## src/rtl/da_pack_pkg.sv

```systemverilog
// da_pack_pkg: shared defaults and types for the DA sample packer.
//   DA_LANES / DA_SAMPLE_W : default lane count per rail and sample width
//   sample_t               : one sample
//   jesd_word_t            : one packed output word (I lanes low, Q lanes high)
//   pack_state_e           : packer FSM states
package da_pack_pkg;

  localparam int DA_LANES    = 8;
  localparam int DA_SAMPLE_W = 16;

  typedef logic [DA_SAMPLE_W-1:0]            sample_t;
  typedef logic [2*DA_LANES*DA_SAMPLE_W-1:0] jesd_word_t;

  typedef enum logic {
    PRIME  = 1'b0,
    STREAM = 1'b1
  } pack_state_e;

endpackage

```

## src/rtl/da_lane_fifo.sv

```systemverilog
// da_lane_fifo: single-clock FIFO for one sample lane.
// Ports:
//   clk, rst_n         clock, synchronous active-low reset
//   wr_valid, wr_data  write request and data; accepted only when not full
//   pop, rd_data       pop request and head-of-queue data (combinational read)
//   full, empty        flags decoded from the registered count
//   count              registered occupancy
// A full FIFO that is popped accepts a new write only on the following
// cycle, because full is decoded from the registered count.
module da_lane_fifo #(
  parameter int WIDTH = 17,
  parameter int DEPTH = 16
) (
  input  logic                     clk,
  input  logic                     rst_n,
  input  logic                     wr_valid,
  input  logic [WIDTH-1:0]         wr_data,
  input  logic                     pop,
  output logic [WIDTH-1:0]         rd_data,
  output logic                     full,
  output logic                     empty,
  output logic [$clog2(DEPTH):0]   count
);

  localparam int AW    = $clog2(DEPTH);
  localparam int CNT_W = AW + 1;

  logic [WIDTH-1:0] mem [DEPTH];
  logic [AW-1:0]    wr_ptr;
  logic [AW-1:0]    rd_ptr;
  logic             wr_en;
  logic             rd_en;

  assign full  = (count == CNT_W'(DEPTH));
  assign empty = (count == '0);
  assign wr_en = wr_valid && !full;
  assign rd_en = pop && !empty;

  always_ff @(posedge clk) begin
    if (!rst_n) begin
      wr_ptr <= '0;
      rd_ptr <= '0;
      count  <= '0;
    end else begin
      if (wr_en) wr_ptr <= wr_ptr + 1'b1;
      if (rd_en) rd_ptr <= rd_ptr + 1'b1;
      case ({wr_en, rd_en})
        2'b10:   count <= count + 1'b1;
        2'b01:   count <= count - 1'b1;
        default: count <= count;
      endcase
    end
  end

  always_ff @(posedge clk) begin
    if (wr_en) mem[wr_ptr] <= wr_data;
  end

  assign rd_data = mem[rd_ptr];

endmodule

```

## src/rtl/da_sample_packer.sv

```systemverilog
// da_sample_packer: buffers 2*LANES independent sample lanes (I and Q rails),
// realigns them and emits one packed word per beat to the JESD204B DA core.
// Underflow produces an all-zero beat and re-primes the lane FIFOs.
//
// Ports:
//   clk_250m, sys_rst_n          clock, synchronous active-low reset
//   s_axis_daI_*                 per-lane I sample streams (valid/ready/data/last)
//   s_axis_daQ_*                 per-lane Q sample streams
//   m_axis_jesd_*                packed output stream; valid is 1 out of reset
//   underflow_cnt                saturating count of underflow beats
//   frame_cnt                    wrapping count of tlast beats sent
//   skew_err                     sticky: lane tlast bits disagreed on a beat
//   tp_en                        (only with DA_TEST_PATTERN_EN) ramp test pattern
//
// Optional feature macro: DA_TEST_PATTERN_EN
//
// state  | meaning
// PRIME  | output zeros, wait until every FIFO holds START_LEVEL entries
// STREAM | pop all lanes per accepted beat; any empty lane -> zero beat, PRIME
module da_sample_packer
  import da_pack_pkg::*;
#(
  parameter int LANES       = DA_LANES,
  parameter int SAMPLE_W    = DA_SAMPLE_W,
  parameter int FIFO_DEPTH  = 16,
  parameter int START_LEVEL = 4
) (
  input  logic                        clk_250m,
  input  logic                        sys_rst_n,
`ifdef DA_TEST_PATTERN_EN
  input  logic                        tp_en,
`endif
  input  logic [LANES-1:0]            s_axis_daI_tvalid,
  output logic [LANES-1:0]            s_axis_daI_tready,
  input  logic [LANES*SAMPLE_W-1:0]   s_axis_daI_tdata,
  input  logic [LANES-1:0]            s_axis_daI_tlast,
  input  logic [LANES-1:0]            s_axis_daQ_tvalid,
  output logic [LANES-1:0]            s_axis_daQ_tready,
  input  logic [LANES*SAMPLE_W-1:0]   s_axis_daQ_tdata,
  input  logic [LANES-1:0]            s_axis_daQ_tlast,
  output logic                        m_axis_jesd_tvalid,
  input  logic                        m_axis_jesd_tready,
  output logic [2*LANES*SAMPLE_W-1:0] m_axis_jesd_tdata,
  output logic                        m_axis_jesd_tlast,
  output logic [15:0]                 underflow_cnt,
  output logic [31:0]                 frame_cnt,
  output logic                        skew_err
);

  localparam int NL = 2 * LANES;
  localparam int WW = NL * SAMPLE_W;
  localparam int CW = $clog2(FIFO_DEPTH) + 1;
  localparam logic [CW-1:0] START_CNT = CW'(START_LEVEL);

  // Lane i < LANES is I lane i, lane i >= LANES is Q lane i-LANES; this is
  // exactly the packing order of the output word.
  logic [NL-1:0] in_valid;
  logic [NL-1:0] in_last;
  logic [WW-1:0] in_data;
  logic [NL-1:0] f_full;
  logic [NL-1:0] f_empty;
  logic [NL-1:0] f_last;
  logic [NL-1:0] level_ok;
  logic [NL-1:0] pop;
  logic [WW-1:0] fifo_word;
  logic [CW-1:0] f_count [NL];

  assign in_valid = {s_axis_daQ_tvalid, s_axis_daI_tvalid};
  assign in_last  = {s_axis_daQ_tlast, s_axis_daI_tlast};
  assign in_data  = {s_axis_daQ_tdata, s_axis_daI_tdata};

  assign s_axis_daI_tready = ~f_full[LANES-1:0];
  assign s_axis_daQ_tready = ~f_full[NL-1:LANES];

  for (genvar i = 0; i < NL; i++) begin : g_lane
    logic [SAMPLE_W:0] rd_word;

    da_lane_fifo #(
      .WIDTH (SAMPLE_W + 1),
      .DEPTH (FIFO_DEPTH)
    ) u_fifo (
      .clk      (clk_250m),
      .rst_n    (sys_rst_n),
      .wr_valid (in_valid[i]),
      .wr_data  ({in_last[i], in_data[SAMPLE_W*i +: SAMPLE_W]}),
      .pop      (pop[i]),
      .rd_data  (rd_word),
      .full     (f_full[i]),
      .empty    (f_empty[i]),
      .count    (f_count[i])
    );

    assign fifo_word[SAMPLE_W*i +: SAMPLE_W] = rd_word[SAMPLE_W-1:0];
    assign f_last[i]   = rd_word[SAMPLE_W];
    assign level_ok[i] = (f_count[i] >= START_CNT);
  end

  logic tp_active;
`ifdef DA_TEST_PATTERN_EN
  logic [SAMPLE_W-1:0] ramp;
  logic [WW-1:0]       tp_word;

  assign tp_active = tp_en;

  always_comb begin
    tp_word = '0;
    for (int l = 0; l < LANES; l++) begin
      tp_word[SAMPLE_W*l +: SAMPLE_W]         = ramp + SAMPLE_W'(l);
      tp_word[SAMPLE_W*(LANES+l) +: SAMPLE_W] = ~(ramp + SAMPLE_W'(l));
    end
  end
`else
  assign tp_active = 1'b0;
`endif

  pack_state_e state;
  pack_state_e state_next;
  logic        load_data;
  logic        load_zero;
  logic        underflow;
  logic        all_primed;
  logic        all_ready;

  assign all_primed = &level_ok;
  assign all_ready  = ~|f_empty;

  always_ff @(posedge clk_250m) begin
    if (!sys_rst_n) state <= PRIME;
    else            state <= state_next;
  end

  always_comb begin
    state_next = state;
    pop        = '0;
    load_data  = 1'b0;
    load_zero  = 1'b0;
    underflow  = 1'b0;
    case (state)
      PRIME: begin
        load_zero = m_axis_jesd_tready;
        if (all_primed) state_next = STREAM;
      end
      STREAM: begin
        if (m_axis_jesd_tready) begin
          if (all_ready) begin
            pop       = '1;
            load_data = 1'b1;
          end else begin
            load_zero  = 1'b1;
            underflow  = 1'b1;
            state_next = PRIME;
          end
        end
      end
      default: state_next = PRIME;
    endcase
    // Test pattern bypasses the FSM; lanes keep draining so they do not stall.
    if (tp_active) begin
      state_next = PRIME;
      load_data  = 1'b0;
      load_zero  = 1'b0;
      underflow  = 1'b0;
      pop        = m_axis_jesd_tready ? ~f_empty : '0;
    end
  end

  always_ff @(posedge clk_250m) begin
    if (!sys_rst_n) begin
      m_axis_jesd_tvalid <= 1'b0;
      m_axis_jesd_tdata  <= '0;
      m_axis_jesd_tlast  <= 1'b0;
      underflow_cnt      <= '0;
      frame_cnt          <= '0;
      skew_err           <= 1'b0;
`ifdef DA_TEST_PATTERN_EN
      ramp               <= '0;
`endif
    end else begin
      m_axis_jesd_tvalid <= 1'b1;
      if (load_data) begin
        m_axis_jesd_tdata <= fifo_word;
        m_axis_jesd_tlast <= f_last[0];
        if (f_last[0]) frame_cnt <= frame_cnt + 32'd1;
        if (!((&f_last) || !(|f_last))) skew_err <= 1'b1;
      end else if (load_zero) begin
        m_axis_jesd_tdata <= '0;
        m_axis_jesd_tlast <= 1'b0;
      end
      if (underflow && (underflow_cnt != 16'hFFFF)) underflow_cnt <= underflow_cnt + 16'd1;
`ifdef DA_TEST_PATTERN_EN
      if (tp_active && m_axis_jesd_tready) begin
        m_axis_jesd_tdata <= tp_word;
        m_axis_jesd_tlast <= 1'b0;
        ramp              <= ramp + 1'b1;
      end
`endif
    end
  end

endmodule

```

## config.mk

```make
export PLATFORM = sky130hd
export DESIGN_NAME = da_sample_packer
export DESIGN_NICKNAME = d
export VERILOG_FILES = /design/src/rtl/da_pack_pkg.sv /design/src/rtl/da_lane_fifo.sv /design/src/rtl/da_sample_packer.sv
export SDC_FILE = /design/constraint.sdc
export NUM_CORES = 2
export LEC_CHECK = 0
export BUFFER_PORTS_ARGS = -buffer_cell sky130_fd_sc_hd__buf_2
export CORE_ASPECT_RATIO = 0.5
export CORE_MARGIN = 2
export CORE_UTILIZATION = 55
export CTS_CLUSTER_DIAMETER = 30
export CTS_CLUSTER_SIZE = 30
export DETAILED_ROUTE_END_ITERATION = 7
export PLACE_DENSITY = 0.72
export REMOVE_ABC_BUFFERS = 1
export SETUP_SLACK_MARGIN = 0.05
export SYNTH_ARGS = -nofsm -noshare
export SYNTH_HDL_FRONTEND = slang
export SYNTH_MEMORY_MAX_BITS = 65536
export SYNTH_SLANG_ARGS = --single-unit
```

## constraint.sdc

```tcl
create_clock -name clk_250m -period 8.83 [get_ports clk_250m]
set_input_delay 2.649 -clock clk_250m [delete_from_list [all_inputs] [get_ports clk_250m]]
set_output_delay 2.649 -clock clk_250m [all_outputs]
set_load 0.01 [all_outputs]
```

==> flow_metrics.env <==
export IMPL_status="completed"
export IMPL_met1_length_um=167000
export IMPL_ys_types=58
export IMPL_port_buffer_count=613
export IMPL_die_area_um2=350000
export IMPL_dieHeight_um=419
export IMPL_drt_wirelength_per_cell_um=28.1
export IMPL_synth_edf_count=4352
export IMPL_hold_viol=0
export IMPL_area_delta_synth_final_pct=15.2
export IMPL_fin_ws_ps=3420
export IMPL_cts_resized=0
export IMPL_route_detailed_drc=0
export IMPL_met2_length_um=224000
export IMPL_worstMarginPinSlew_ps=1180
export IMPL_dr_first_iter_drc_count=10100
export IMPL_finClkSkew_ps=60.1
export IMPL_critPathRequiredTime_ps=9660
export IMPL_initial_utilization_pct=55.2
export IMPL_synth_area_leaders="edfxtp_1 (69%), mux4_2 (16%), dfxtp_1 (6.1%), nor2_1 (1.4%), a21oi_1 (1.0%)"
export IMPL_synth_top_area_share_pct=69.0
export IMPL_synthCells=9405
export IMPL_syn_avg_cell_area_um2=20.2
export IMPL_grt_usage_pct=24.6
export IMPL_routed_wl_um=436000
export IMPL_start_kind="primary input"
export IMPL_ys_warn_count=0
export IMPL_ios=614
export IMPL_cts_tree="built"
export IMPL_hp_class="reg -> reg"
export IMPL_dp_slack_ps=2550
export IMPL_p_leak_nw=70.4
export IMPL_setup_viol=0
export IMPL_grt_pass1_wl_um=631000
export IMPL_final_nets=10800
export IMPL_clock_root_buffer="clkbuf_16"
export IMPL_fmax_mhz=185
export IMPL_std_cell_rows=152
export IMPL_clk_pin_slew_worst_paths_ps=60
export IMPL_hpwl_um=244000
export IMPL_async_reset_ff_share_pct=0
export IMPL_clock_latency_ps=950
export IMPL_finalCritPeriodShare_pct=61.2
export IMPL_wl_met3_um=27200
export IMPL_core_area_um2=343000
export IMPL_postCtsSetupRepairBufs=0
export IMPL_final_util_pct=63.6
export IMPL_cts_sinks=4932
export IMPL_drv_slew=0
export IMPL_viasPerCell=6.07
export IMPL_gp_congestion=0.785
export IMPL_drt_antenna_violating_nets=0
export IMPL_critPathKind="in -> reg"
export IMPL_maxCapViolCount=0
export IMPL_grt_pass1_vias=94800
export IMPL_grt_start_max_net_pins=154
export IMPL_instances_no_fill=15500
export IMPL_cts_hold_buf=0
export IMPL_worst_slew_margin_rel_pct=20.7
export IMPL_rsz0062_at_grt="false"
export IMPL_seq_area_frac_synth_pct=75.1
export IMPL_die_x_um=834
export IMPL_dp_cells=14400
export IMPL_cts_buffers=551
export IMPL_power_density_nw_per_um2=229
export IMPL_cts_max_level=6
export IMPL_drive_above_1_share_pct=32.2
export IMPL_dr_pass1_iters=5
export IMPL_path_max_fanout=106
export IMPL_ir_drop_mv=0.180
export IMPL_synth_area_leader_cell="edfxtp_1"
export IMPL_cts_max_path_buffers=4
export IMPL_min_period_ps=5410
export IMPL_top_layer="met5"
export IMPL_grt_ovfl_total=0
export IMPL_crit_arrival_ps=6240
export IMPL_ys_ff_latch=4932
export IMPL_synthFlopType="edfxtp_1"
export IMPL_antenna_found_initial=120
export IMPL_endpoint_kind="flop"
export IMPL_hold_ws_ps=467
export IMPL_synthesis_area_um2=190000
export IMPL_num_vias=94200
where the power goes:
group | switching [W] | total [W] | leakage, nW | internal, W
Combinational | 0.000766 | 0.00111 | 17.4 | 0.000348
Clock | 0.00980 | 0.0232 | 9.04 | 0.0134
Sequential | 0.000101 | 0.0257 | 44.0 | 0.0256
state kept, by name, summed over array words and instances, names as in the netlist, named ones only:
name	count
g_lane.u_fifo.rd_ptr	64
g_lane.u_fifo.mem	4352
m_axis_jesd_tlast	1
m_axis_jesd_tdata	256
g_lane.u_fifo.wr_ptr	64
frame_cnt	32
state	1
skew_err	1
m_axis_jesd_tvalid	1
g_lane.u_fifo.count	80
underflow_cnt	16
per-stage QoR:
stage          total power [W]  TNS (ps)  area, um2
3_5_place_dp            0.0273         0     200000
6_report                0.0501         0     218000
5_1_grt                 0.0515         0     218000
4_1_cts                 0.0504         0     218000
2_1_floorplan           0.0267  -1005850     187000
3_3_place_gp            0.0273         0     200000
layout by cell type, fill, tap and decap left out, types with 58 or more instances in the layout:
cell / n
inv_1: 100
nor2_1: 538
inv_6: 74
clkinv_2: 58
mux4_2: 1344
dfxtp_1: 548
clkbuf_16: 574
edfxtp_1: 4352
a21oi_1: 389
nor2_2: 156
nand2_1: 206
xor2_1: 148
buf_4: 340
buf_2: 612
xnor2_1: 62
nor2b_1: 285
ha_1: 133
diode_2: 68
path summary, 6_finish.rpt:
check | start | end | slack, ps | depth (start not counted)
worst min register to register | g_lane[12].u_fifo.rd_ptr[1] | flop | 470 | 2
worst max register to register | g_lane[15].u_fifo.count[0] | g_lane[12].u_fifo.count[4] | 4200 | 15
worst min-delay path | g_lane[12].u_fifo.rd_ptr[1] | flop | 470 | 2
worst max-delay path | m_axis_jesd_tready | g_lane[2].u_fifo.count[4] | 3420 | 11
Yosys cell counts, types with 30 or more instances:
master and number:
a21oi_1 391, and2_1 35, and3_1 30, buf_1 45
buf_2 127, clkbuf_1 366, dfxtp_1 580, edfxtp_1 4352
ha_1 133, inv_1 101, mux2i_1 39, mux4_2 1344
nand2_1 206, nand2b_1 39, nand4_1 55, nor2_1 694
nor2b_1 285, nor3_1 80, o21ai_0 55, or3_1 32
xnor2_1 62, xor2_1 148
layout make-up:
| cell class | instances | area [um2] |
|---|---|---|
| Sequential cell | 4932 | 142000 |
| Fill cell | 22800 | 125000 |
| Multi-Input combinational cell | 3825 | 45300 |
| Clock buffer | 643 | 14800 |
| Tap cell | 4620 | 5780 |
| Timing Repair Buffer | 956 | 5690 |
| Clock inverter | 360 | 3790 |
| Inverter | 102 | 398 |
| Antenna cell | 68 | 170 |
metal layers:
layer | up-vias | global-route usage, %
li1 | 40100 | -
met1 | 49400 | 32.3
met2 | 3776 | 42.0
met3 | 911 | 3.58
met4 | 8 | 9.73
met5 | - | 0
worst max-delay path, cell delays in order:
cell	delay, ps
buf_8	220
and3_1	300
nand3_4	310
inv_8	760
ha_1	470
ha_1	250
o21ai_0	100
o311ai_0	320
mux2i_1	140
or3b_2	480
o211ai_1	80
cells by family after synthesis:
family	Yosys count	share of synthesized area (%)
flops	4932	75.1
simple gates	1561	3.95
mux	1383	16.2
buf+inv	648	1.39
compound gates	538	1.55
xor+xnor	210	0.970
fa+ha+maj	133	0.878
Note: power is estimated with default switching activity, not from simulation.
